## src/rtl/posmap_walk_ctrl_pkg.sv

```systemverilog
// Shared constants, command encodings and level-address helpers for the PosMap walk.
package posmap_walk_ctrl_pkg;
  localparam int ORAMU          = 32;
  localparam int ORAML          = 20;
  localparam int LeafWidth      = 32;
  localparam int LogLeafInBlock = 4;
  localparam int LeafInBlock    = 1 << LogLeafInBlock;
  localparam int ORAMN          = 2**20;
  localparam int NumLevels      = 3;
  localparam int LvlW           = 2;
  localparam int CntW           = LogLeafInBlock + 1;

  localparam logic [1:0] CacheWrite      = 2'b00;
  localparam logic [1:0] CacheRead       = 2'b01;
  localparam logic [1:0] CacheRefill     = 2'b10;
  localparam logic [1:0] CacheInitRefill = 2'b11;

  typedef enum logic [3:0] {
    S_IDLE, S_LOOKUP, S_LWAIT, S_BE_RD, S_BE_RDDATA,
    S_REFILL_CMD, S_REFILL, S_EV_REQ, S_EV_DATA, S_RESP
  } walk_state_e;

  // First address of level i: each level stacks above the (rounded-up) size of the one below.
  function automatic logic [ORAMU-1:0] base_addr(input int i);
    logic [ORAMU-1:0] b;
    b = '0;
    for (int k = 1; k < NumLevels; k++)
      if (k <= i)
        b = b + ORAMU'((ORAMN + (1 << ((k-1)*LogLeafInBlock)) - 1) >> ((k-1)*LogLeafInBlock));
    return b;
  endfunction

  function automatic logic [ORAMU-1:0] level_addr(input logic [ORAMU-1:0] a, input logic [LvlW-1:0] lvl);
    return base_addr(int'(lvl)) + (a >> (int'(lvl) * LogLeafInBlock));
  endfunction
endpackage

```

## src/rtl/posmap_walk_ctrl_block_buf.sv

```systemverilog
// One PosMap block of storage with independent fill and drain pointers.
// Writers must gate wr_en with !full; readers gate rd_en with !empty.
module posmap_walk_ctrl_block_buf
  import posmap_walk_ctrl_pkg::*;
(
  input  logic                 clk,
  input  logic                 rst,
  input  logic                 clr,
  input  logic                 wr_en,
  input  logic [LeafWidth-1:0] wr_data,
  input  logic                 rd_en,
  output logic [LeafWidth-1:0] rd_data,
  output logic                 full,
  output logic                 empty,
  output logic                 drained
);
  logic [LeafWidth-1:0] mem_q [LeafInBlock];
  logic [LeafWidth-1:0] mem_d [LeafInBlock];
  logic [CntW-1:0]      wr_cnt_q, wr_cnt_d, rd_cnt_q, rd_cnt_d;

  assign rd_data = mem_q[rd_cnt_q[LogLeafInBlock-1:0]];
  assign full    = (wr_cnt_q == CntW'(LeafInBlock));
  assign empty   = (rd_cnt_q == wr_cnt_q);
  assign drained = (rd_cnt_q == CntW'(LeafInBlock));

  // Pointer advance and word capture; clear restarts both pointers for a new block.
  always_comb begin
    mem_d    = mem_q;
    wr_cnt_d = wr_cnt_q;
    rd_cnt_d = rd_cnt_q;
    if (clr) begin
      wr_cnt_d = '0;
      rd_cnt_d = '0;
    end else begin
      if (wr_en) begin
        mem_d[wr_cnt_q[LogLeafInBlock-1:0]] = wr_data;
        wr_cnt_d = wr_cnt_q + CntW'(1);
      end
      if (rd_en) rd_cnt_d = rd_cnt_q + CntW'(1);
    end
  end

  // Storage and pointer registers.
  always_ff @(posedge clk or posedge rst) begin
    if (rst) begin
      for (int i = 0; i < LeafInBlock; i++) mem_q[i] <= '0;
      wr_cnt_q <= '0;
      rd_cnt_q <= '0;
    end else begin
      mem_q    <= mem_d;
      wr_cnt_q <= wr_cnt_d;
      rd_cnt_q <= rd_cnt_d;
    end
  end
endmodule

```

## src/rtl/posmap_walk_ctrl.sv

```systemverilog
// Sequences one frontend leaf request into the recursive PosMap walk:
// lookups climb until a level hits, then each missed level is fetched,
// refilled into the PLB (writing back any eviction) and looked up again.
module posmap_walk_ctrl
  import posmap_walk_ctrl_pkg::*;
(
  input  logic                 Clock,
  input  logic                 Reset,
  input  logic                 ReqValid,
  output logic                 ReqReady,
  input  logic [ORAMU-1:0]     ReqAddr,
  output logic                 LeafValid,
  input  logic                 LeafReady,
  output logic [ORAML-1:0]     LeafOld,
  output logic [ORAML-1:0]     LeafNew,
  output logic                 LeafUnInit,
  output logic                 PPPCmdValid,
  input  logic                 PPPCmdReady,
  output logic [1:0]           PPPCmd,
  output logic [ORAMU-1:0]     PPPAddr,
  input  logic                 PPPOutValid,
  output logic                 PPPOutReady,
  input  logic                 PPPHit,
  input  logic                 PPPUnInit,
  input  logic [ORAML-1:0]     PPPOldLeaf,
  input  logic [ORAML-1:0]     PPPNewLeaf,
  input  logic                 PPPEvict,
  input  logic [ORAMU-1:0]     PPPEvictAddr,
  output logic                 PPPRefillValid,
  output logic [LeafWidth-1:0] PPPRefillData,
  input  logic                 PPPRefillReady,
  input  logic                 PPPEvictDataValid,
  input  logic [LeafWidth-1:0] PPPEvictData,
  output logic                 BEReqValid,
  input  logic                 BEReqReady,
  output logic                 BEWrite,
  output logic [ORAMU-1:0]     BEAddr,
  output logic [ORAML-1:0]     BEOldLeaf,
  output logic [ORAML-1:0]     BENewLeaf,
  input  logic                 BERdValid,
  output logic                 BERdReady,
  input  logic [LeafWidth-1:0] BERdData,
  output logic                 BEWrValid,
  input  logic                 BEWrReady,
  output logic [LeafWidth-1:0] BEWrData
);
  walk_state_e          state_q, state_d;
  logic [LvlW-1:0]      lvl_q, lvl_d;
  logic [ORAMU-1:0]     addr_q, addr_d, ev_addr_q, ev_addr_d;
  logic [ORAML-1:0]     old_q, old_d, new_q, new_d, ev_leaf_q, ev_leaf_d;
  logic                 unin_q, unin_d, rdy_q;
  logic                 start, ref_clr, ev_clr;
  logic                 ref_wr, ref_rd, ref_full, ref_empty, ref_drained;
  logic                 ev_wr, ev_rd, ev_full, ev_empty, ev_drained;
  logic [LeafWidth-1:0] ref_rd_data, ev_rd_data;
  logic [ORAMU-1:0]     refill_addr;

  assign refill_addr = level_addr(addr_q, lvl_q) & ~ORAMU'(LeafInBlock - 1);
  assign ref_wr      = BERdValid && BERdReady;
  assign ref_rd      = PPPRefillValid && PPPRefillReady;
  assign ev_wr       = PPPEvictDataValid && !ev_full;
  assign ev_rd       = BEWrValid && BEWrReady;

  posmap_walk_ctrl_block_buf u_refill_buf (
    .clk(Clock), .rst(Reset), .clr(start || ref_clr),
    .wr_en(ref_wr), .wr_data(BERdData), .rd_en(ref_rd), .rd_data(ref_rd_data),
    .full(ref_full), .empty(ref_empty), .drained(ref_drained)
  );

  posmap_walk_ctrl_block_buf u_evict_buf (
    .clk(Clock), .rst(Reset), .clr(start || ev_clr),
    .wr_en(ev_wr), .wr_data(PPPEvictData), .rd_en(ev_rd), .rd_data(ev_rd_data),
    .full(ev_full), .empty(ev_empty), .drained(ev_drained)
  );

  // State and walk-context registers; rdy_q keeps ReqReady low while in reset.
  always_ff @(posedge Clock or posedge Reset) begin
    if (Reset) begin
      state_q   <= S_IDLE;
      lvl_q     <= '0;
      addr_q    <= '0;
      old_q     <= '0;
      new_q     <= '0;
      unin_q    <= 1'b0;
      ev_addr_q <= '0;
      ev_leaf_q <= '0;
      rdy_q     <= 1'b0;
    end else begin
      state_q   <= state_d;
      lvl_q     <= lvl_d;
      addr_q    <= addr_d;
      old_q     <= old_d;
      new_q     <= new_d;
      unin_q    <= unin_d;
      ev_addr_q <= ev_addr_d;
      ev_leaf_q <= ev_leaf_d;
      rdy_q     <= 1'b1;
    end
  end

  // Next state, level tracking and result/eviction capture.
  always_comb begin
    state_d   = state_q;
    lvl_d     = lvl_q;
    addr_d    = addr_q;
    old_d     = old_q;
    new_d     = new_q;
    unin_d    = unin_q;
    ev_addr_d = ev_addr_q;
    ev_leaf_d = ev_leaf_q;
    start     = 1'b0;
    ref_clr   = 1'b0;
    ev_clr    = 1'b0;
    case (state_q)
      S_IDLE: if (ReqValid && rdy_q) begin
        addr_d  = ReqAddr;
        lvl_d   = '0;
        start   = 1'b1;
        state_d = S_LOOKUP;
      end
      S_LOOKUP: if (PPPCmdReady) state_d = S_LWAIT;
      S_LWAIT: if (PPPOutValid) begin
        if (!PPPHit) begin
          lvl_d   = lvl_q + LvlW'(1);
          state_d = S_LOOKUP;
        end else begin
          old_d  = PPPOldLeaf;
          new_d  = PPPNewLeaf;
          unin_d = PPPUnInit;
          if (lvl_q == '0) state_d = S_RESP;
          else begin
            lvl_d   = lvl_q - LvlW'(1);
            ref_clr = 1'b1;
            state_d = PPPUnInit ? S_REFILL_CMD : S_BE_RD;
          end
        end
      end
      S_BE_RD:     if (BEReqReady) state_d = S_BE_RDDATA;
      S_BE_RDDATA: if (ref_full) state_d = S_REFILL_CMD;
      S_REFILL_CMD: if (PPPCmdReady) begin
        ev_clr  = 1'b1;
        state_d = S_REFILL;
      end
      S_REFILL: if (PPPOutValid && PPPOutReady) begin
        if (PPPEvict) begin
          ev_addr_d = PPPEvictAddr;
          ev_leaf_d = PPPNewLeaf;
          state_d   = S_EV_REQ;
        end else state_d = S_LOOKUP;
      end
      S_EV_REQ:  if (BEReqReady) state_d = S_EV_DATA;
      S_EV_DATA: if (ev_drained) state_d = S_LOOKUP;
      S_RESP:    if (LeafReady) state_d = S_IDLE;
      default:   state_d = S_IDLE;
    endcase
  end

  // Handshake and payload outputs; payloads are zero outside the state that owns them.
  always_comb begin
    ReqReady       = 1'b0;
    LeafValid      = 1'b0;
    LeafOld        = '0;
    LeafNew        = '0;
    LeafUnInit     = 1'b0;
    PPPCmdValid    = 1'b0;
    PPPCmd         = CacheWrite;
    PPPAddr        = '0;
    PPPOutReady    = 1'b0;
    PPPRefillValid = 1'b0;
    PPPRefillData  = '0;
    BEReqValid     = 1'b0;
    BEWrite        = 1'b0;
    BEAddr         = '0;
    BEOldLeaf      = '0;
    BENewLeaf      = '0;
    BERdReady      = 1'b0;
    BEWrValid      = 1'b0;
    BEWrData       = '0;
    case (state_q)
      S_IDLE:   ReqReady = rdy_q;
      S_LOOKUP: begin
        PPPCmdValid = 1'b1;
        PPPCmd      = CacheWrite;
        PPPAddr     = level_addr(addr_q, lvl_q);
      end
      S_LWAIT: PPPOutReady = 1'b1;
      S_BE_RD: begin
        BEReqValid = 1'b1;
        BEAddr     = refill_addr;
        BEOldLeaf  = old_q;
        BENewLeaf  = new_q;
      end
      S_BE_RDDATA: BERdReady = !ref_full;
      S_REFILL_CMD: begin
        PPPCmdValid = 1'b1;
        PPPCmd      = unin_q ? CacheInitRefill : CacheRefill;
        PPPAddr     = refill_addr;
      end
      S_REFILL: begin
        // The buffer is full before streaming, so words go out back to back.
        PPPRefillValid = !unin_q && !ref_empty;
        PPPRefillData  = PPPRefillValid ? ref_rd_data : '0;
        PPPOutReady    = unin_q || ref_drained;
      end
      S_EV_REQ: begin
        BEReqValid = 1'b1;
        BEWrite    = 1'b1;
        BEAddr     = ev_addr_q;
        BEOldLeaf  = ev_leaf_q;
        BENewLeaf  = ev_leaf_q;
      end
      S_EV_DATA: begin
        BEWrValid = !ev_empty;
        BEWrData  = BEWrValid ? ev_rd_data : '0;
      end
      S_RESP: begin
        LeafValid  = 1'b1;
        LeafOld    = old_q;
        LeafNew    = new_q;
        LeafUnInit = unin_q;
      end
      default: ;
    endcase
  end

  // The top level lives on chip and must always hit.
  assert property (@(posedge Clock) disable iff (Reset)
    !(state_q == S_LWAIT && PPPOutValid && !PPPHit && lvl_q == LvlW'(NumLevels - 1)));
endmodule

```

## config.mk

```make
export PLATFORM = sky130hd
export DESIGN_NAME = posmap_walk_ctrl
export DESIGN_NICKNAME = d
export VERILOG_FILES = /design/src/rtl/posmap_walk_ctrl_pkg.sv /design/src/rtl/posmap_walk_ctrl_block_buf.sv /design/src/rtl/posmap_walk_ctrl.sv
export SDC_FILE = /design/constraint.sdc
export NUM_CORES = 2
export LEC_CHECK = 0
export ABC_CLOCK_PERIOD_IN_PS = 50900
export CAP_MARGIN = 10
export CORE_ASPECT_RATIO = 2
export CORE_MARGIN = 2
export CORE_UTILIZATION = 50
export DETAILED_ROUTE_END_ITERATION = 7
export DONT_BUFFER_PORTS = 1
export PLACE_DENSITY_LB_ADDON = 0.08
export REMOVE_ABC_BUFFERS = 1
export SYNTH_ARGS = -nofsm -noshare
export SYNTH_HDL_FRONTEND = slang
export SYNTH_SLANG_ARGS = --single-unit
```

## constraint.sdc

```tcl
create_clock -name Clock -period 50.9 [get_ports Clock]
set_input_delay 7.635 -clock Clock [delete_from_list [all_inputs] [get_ports Clock]]
set_output_delay 7.635 -clock Clock [all_outputs]
set_load 0.01 [all_outputs]
```

# [Yosys cells after proc, flatten, opt, wreduce, memory -nomap -nowiden]
# Cells that the tools add are included.
[totals] ff_bits=1176 latchBits=0 ram_bits=0 rom_bits=0 in_bits=182 out_inout_bits=220 word_cells=204 memories=0
[classes] n_addsub=10 mul=0 div_mod_pow=0 magnitude_cmp=8 n_eq_ne=26 shifts=1 muxes=75 bitwise_logic=6 reduce_logical=33
[op_table] cell="$bwmux W512" count=2
[op_table] cell="$mux W32" count=14
[op_table] cell="$bmux W32 S4" count=2
[op_table] cell="$demux W32 S4" count=2
[op_table] cell="$pmux W32 S2" count=2
[op_table] cell="$pmux W20 S2" count=2
[op_table] cell="$add A32 B17 Y32 const B" count=2
[op_table] cell="$add A32 B32 Y32" count=2
[op_table] cell="$mux W4" count=12
[op_table] cell="$mux W20" count=2
[op_table] cell="$mux W5" count=8
[op_table] cell="$pmux W4 S10" count=1
[op_table] cell="$shr A32 B4 Y32" count=1
[op_table] cell="$mux W21" count=1
[op_table] cell="$add A5 B1 Y5 const B" count=4
[op_table] cell="$eq A5 B5 Y1 const B" count=4
[op_table] cell="$ge A5 B5 Y1 const B" count=4
[op_table] cell="$ne A2 B2 Y1 const B" count=10
[op_table] cell="$not A4 Y5" count=4
[op_table] cell="$mux W1" count=18
[op_table] cell="$eq A4 B3 Y1 const B" count=4
[op_table] cell="$eq A5 B5 Y1" count=2
[op_table] cell="$lt A5 B1 Y1 const B" count=2
[op_table] cell="$mux W2" count=5
[op_table] cell="other kinds (23)" count=49

# [Depth between registers and ports, before layout]
[logic_depth] word_depth=8 depth_mapped=14 ltp_nobuf=10

# [Modules after synthesis]
# Synthesis repeated with hierarchy kept, for this count alone.
[hier_totals] hier_cells=3902 area_unflattened_um2=55854.8
[modules_own_cells] module="posmap_walk_ctrl_block_buf (u_refill_buf)" n_inst=1 cells_per_inst=1608 area_each_um2=23966.7 seq_area_each_um2=13062.5
[modules_own_cells] module="posmap_walk_ctrl_block_buf (u_evict_buf)" n_inst=1 cells_per_inst=1530 area_each_um2=23959.2 seq_area_each_um2=13062.5
[modules_own_cells] module="posmap_walk_ctrl" n_inst=1 cells_per_inst=764 area_each_um2=7928.9 seq_area_each_um2=3303.2

# [Least setup slack after synthesis]
# No wires, ideal clock.
[synth_timing] kind="register to output" startpoint="register lvl_q[0]" endpoint="output BEAddr[30]" arrival_ns=3.405 required_ns=43.265 setup_slack_ns=39.860 stages_incl_launch_ff=14 path_buffers=4 cell_sequence="dfrtp_1 -> buf_2 -> buf_1 -> buf_2 -> buf_4 -> inv_1 -> ha_1 -> or2_2 -> ha_1 -> ha_1 -> a41oi_1 -> or3_1 -> nor3_1 -> o311ai_0"
[synth_via] elab_chain_len=6 elab_cells_between_ends=8 classes_between="2 x add/sub; 2 x order compare; 1 x shift; 3 x mux"
[synth_rtl] item="from (decl)" line="posmap_walk_ctrl.sv:48" rtl="logic [LvlW-1:0] lvl_q, lvl_d;"
[synth_rtl] item="from (signal assigned)" line="posmap_walk_ctrl.sv:90" rtl="lvl_q <= lvl_d;"
[synth_rtl] item="$le A1 B2 Y1" line="posmap_walk_ctrl_pkg.sv:28" rtl="if (k <= i)"
[synth_rtl] item="$mux W21" line="posmap_walk_ctrl_pkg.sv:28"
[synth_rtl] item="$add A32 B17 Y32" line="posmap_walk_ctrl_pkg.sv:29" rtl="b = b + ORAMU'((ORAMN + (1 << ((k-1)*LogLeafInBlock)) - 1) >> ((k-1)*LogLeafInBlock));"
[synth_rtl] item="$mux W32" line="posmap_walk_ctrl_pkg.sv:28"
[synth_rtl] item="$add A32 B32 Y32 (*)" line="posmap_walk_ctrl_pkg.sv:34" rtl="return base_addr(int'(lvl)) + (a >> (int'(lvl) * LogLeafInBlock));"
[synth_rtl] item="$pmux W32 S2 (*)" line="posmap_walk_ctrl.sv:179" rtl="case (state_q)"
[synth_rtl] item="to (decl)" line="posmap_walk_ctrl.sv:37" rtl="output logic [ORAMU-1:0] BEAddr,"
# Mark *: on every way between the ends. The rest lies on a longest branch, timed or not.

# [Final worst setup path]
[layout_timing] startpoint="register u_evict_buf.rd_cnt_q[0]" endpoint="output BEWrData[2]"
[layout_via] elab_chain_len=6 elab_cells_between_ends=7 classes_between="1 x eq/ne; 5 x mux; 1 x bitwise"
[layout_rtl] item="from (decl)" line="posmap_walk_ctrl_block_buf.sv:19" rtl="logic [CntW-1:0] wr_cnt_q, wr_cnt_d, rd_cnt_q, rd_cnt_d;"
[layout_rtl] item="from (signal assigned)" line="posmap_walk_ctrl_block_buf.sv:52" rtl="rd_cnt_q <= rd_cnt_d;"
[layout_rtl] item="$not A4 Y5 (implied by the code)" line="posmap_walk_ctrl_block_buf.sv:21" rtl="assign rd_data = mem_q[rd_cnt_q[LogLeafInBlock-1:0]];"
[layout_rtl] item="$bmux W32 S4" line="posmap_walk_ctrl_block_buf.sv:21"
[layout_rtl] item="$mux W32 (implied by the code) (2 in a row)" line="posmap_walk_ctrl_block_buf.sv:21"
[layout_rtl] item="$mux W32 (*)" line="posmap_walk_ctrl.sv:214" rtl="BEWrData = BEWrValid ? ev_rd_data : '0;"
[layout_rtl] item="$mux W32 (*)" line="posmap_walk_ctrl.sv:179"
[layout_rtl] item="to (decl)" line="posmap_walk_ctrl.sv:45" rtl="output logic [LeafWidth-1:0] BEWrData"
# Mark *: on every way between the ends. The rest lies on a longest branch, timed or not. The select of a mux whose other input is x is not followed.

==> impl_metrics.json <==
{
  "status": "complete, no violations",
  "slowest_delay_ns": 0.92,
  "hpwl_mm": 86.8,
  "portBuffers": 0,
  "holdWs_ns": 0.485,
  "async_flop_share_pct": 100,
  "netlist_instances": 3670,
  "grt_max_degree": 192,
  "grtUsageMet2_pct": 46.9,
  "maxCapViolCount": 0,
  "routedWlPerCell_um": 29.1,
  "cts_root_buffer": "clkbuf_16",
  "avgSynthCellArea_sq_um": 14.9,
  "area_delta_synth_final_pct": 8.60,
  "ant_nets": 0,
  "slew_violations": 0,
  "start_util_pct": 50.5,
  "slowest_stage": "dfrtp_4",
  "routed_wl_mm": 145,
  "rows": 171,
  "synth_top_cell_by_area": "dfrtp_1",
  "setup_ws_ns": 38.47,
  "top_usage_layer": "met2",
  "grt_overflow": 0,
  "ys_warn_count": 0,
  "ys.flop_type": "dfrtp_1",
  "leakage_nw": 27.0,
  "yosysMostFrequentCell": "dfrtp_1",
  "clk_latency_ns": 0.72,
  "hold_buffers": 0,
  "cp.required_ns": 43.26,
  "post_drt_via_cell_ratio": 6.27,
  "cp.arrival_ns": 4.79,
  "htreeDepth": 3,
  "cts_sinks": 1176,
  "path_clk_slew_ns": 0.06,
  "met3_usage_pct": 5.79,
  "grt_antenna_before_repair": 5,
  "relSlewSlack_pct": 20.9,
  "place_inst": 4786,
  "fin_worst_skew_ns": 0.0283,
  "worstSetupPathType": "reg -> out",
  "grt_pass1_wl_mm": 221,
  "drive_above_1_share_pct": 45.3,
  "grt_setup_unrepaired": "false",
  "vias": 31300,
  "ys_ff_latch": 1176,
  "startpoint_type": "flop",
  "die-area_sq_um": 113000,
  "grt_pass1_vias": 35000,
  "powerDensity_nw_per_um2": 50.7,
  "gp_congestion": 0.833,
  "synthTopCellsByArea": "dfrtp_1, mux2_2, mux4_2, and2_1, mux2_1",
  "path_cells": "buf_4, buf_4, mux4_2, mux4_2, and2_1",
  "fin_crit_sh_pct": 24.4,
  "hold_violations": 0,
  "core_sq_um": 109000,
  "instances_no_fill": 4990,
  "cts_tree": "built",
  "drt_iter0_drc": 1975,
  "yosysSeqAreaShare_pct": 53.6,
  "synth_edf_count": 0,
  "fin_crit_ns": 12.43,
  "nets": 3711,
  "setup_tns_ns": 0,
  "power_mw": 3.02,
  "worst_ir_drop_vdd_mv": 0.0366,
  "max_freq_mhz": 80.5,
  "drt-pass1-iter-count": 5,
  "hp-class": "reg -> reg",
  "grt.total_usage_pct": 26.2,
  "clock_path_buffers": 3,
  "die_height_um": 472,
  "critPathCaptureType": "primary output",
  "place_ws_ns": 39.03,
  "synth_top_cell_area_share_pct": 53.6,
  "worst_pin_slew_ns": 1.18,
  "netlist_area_sq_um": 54900,
  "drc": 0,
  "fp.dieW_um": 238,
  "post_cts_resized": 0,
  "synth.top_cells.by_count": "dfrtp_1, mux2_2, mux4_2",
  "worstPathMaxFanout": 50,
  "met1_usage_pct": 30.7,
  "ios": 402,
  "setup_violations": 0,
  "postCtsSetupBuffers": 0,
  "ys_types": 57,
  "numCtsBuffers": 108
}
==> state kept, by name (all words and copies together), names as in the netlist, 20 cells and up <==
name                flops
addr_q                 32
old_q                  20
ev_leaf_q              20
u_refill_buf.mem_q    512
u_evict_buf.mem_q     512
ev_addr_q              32
new_q                  20
==> cells in the final DEF, fill, tap and decap left out, types with 5 or more instances in the layout <==
cell type and n:
a211oi_1 69, inv_1 17, a22o_1 55, or3_1 9
nor2_4 10, nand2b_1 8, nand3b_1 5, clkbuf_16 111
dfrtp_1 1167, clkinv_2 21, mux2_1 71, ha_1 17
and2_1 130, nand3_1 13, clkbuf_1 22, mux2_2 1057
o21ai_0 29, clkbuf_8 28, nand2_4 8, nor2_1 58
mux4_2 290, nor3_1 11, xnor2_1 19, nand2_1 146
a21oi_1 18, buf_4 42, xor2_1 15, bufinv_16 7
dfrtp_4 5, nand3_4 13, mux2i_1 58, clkinvlp_4 5
==> worst paths after layout <==
path                                          from                     end  slack (ns)  cells past startpoint
max in group asynchronous                    Reset                new_q[9]       40.54                      4
setup / recovery           u_evict_buf.rd_cnt_q[0]             BEWrData[2]       38.47                      5
hold / removal                           addr_q[3]               addr_q[3]        0.49                      2
min in group asynchronous                    Reset  u_refill_buf.mem_q[96]        6.92                      1
hold reg to reg                          addr_q[3]               addr_q[3]        0.49                      2
setup reg to reg                        state_q[2]  u_evict_buf.mem_q[420]       46.92                      7
==> report_power, final <==
| part | total [mW] | switching [mW] | internal, mW |
|---|---|---|---|
| Sequential | 1.37 | 0.179 | 1.19 |
| Clock | 0.838 | 0.362 | 0.476 |
| Combinational | 0.813 | 0.360 | 0.453 |
==> through the flow <==
step	cell area, sq um	utilization (%)
global placement	55900	51.4
CTS	59600	54.8
floorplan	53500	-
finish	59600	54.8
detailed placement	55900	51.4
global route	59600	54.8
==> critical path, delay by kind of cell (launching register included) <==
kind                   cells  cell delay (ns)
buffers and inverters      2             1.71
multiplexers               2             1.14
flip-flops                 1             0.92
AND/OR/NAND/NOR            1             0.23
==> kinds of logic after synthesis <==
| kind of cell | count (synthesis) | share of synthesized area [%] |
|---|---|---|
| AND/OR/NAND/NOR | 436 | 3.94 |
| AO/OA/AOI/OAI | 198 | 2.68 |
| multiplexers | 1476 | 36.1 |
| other | 1 | 0.00683 |
| XOR/XNOR | 34 | 0.543 |
| buffers and inverters | 332 | 2.69 |
| adder cells (fa/ha/maj) | 17 | 0.388 |
| flip-flops | 1176 | 53.6 |
==> area by class of cell <==
class	instances	area, sq um
Tap cell	1384	1730
Inverter	20	82.6
Antenna cell	4	10.0
Fill cell	8714	49100
Clock inverter	39	420
Timing Repair Buffer	44	355
Sequential cell	1176	29500
Multi-Input combinational cell	2162	24300
Clock buffer	161	3250
==> routing by layer <==
layer	vias up	part of all wire, %
li1	13200	-
met1	17000	38
met2	816	53
met3	278	6.0
met4	2	3.3
met5	-	0.0055
No activity file was read; power rests on OpenSTA's default activity.
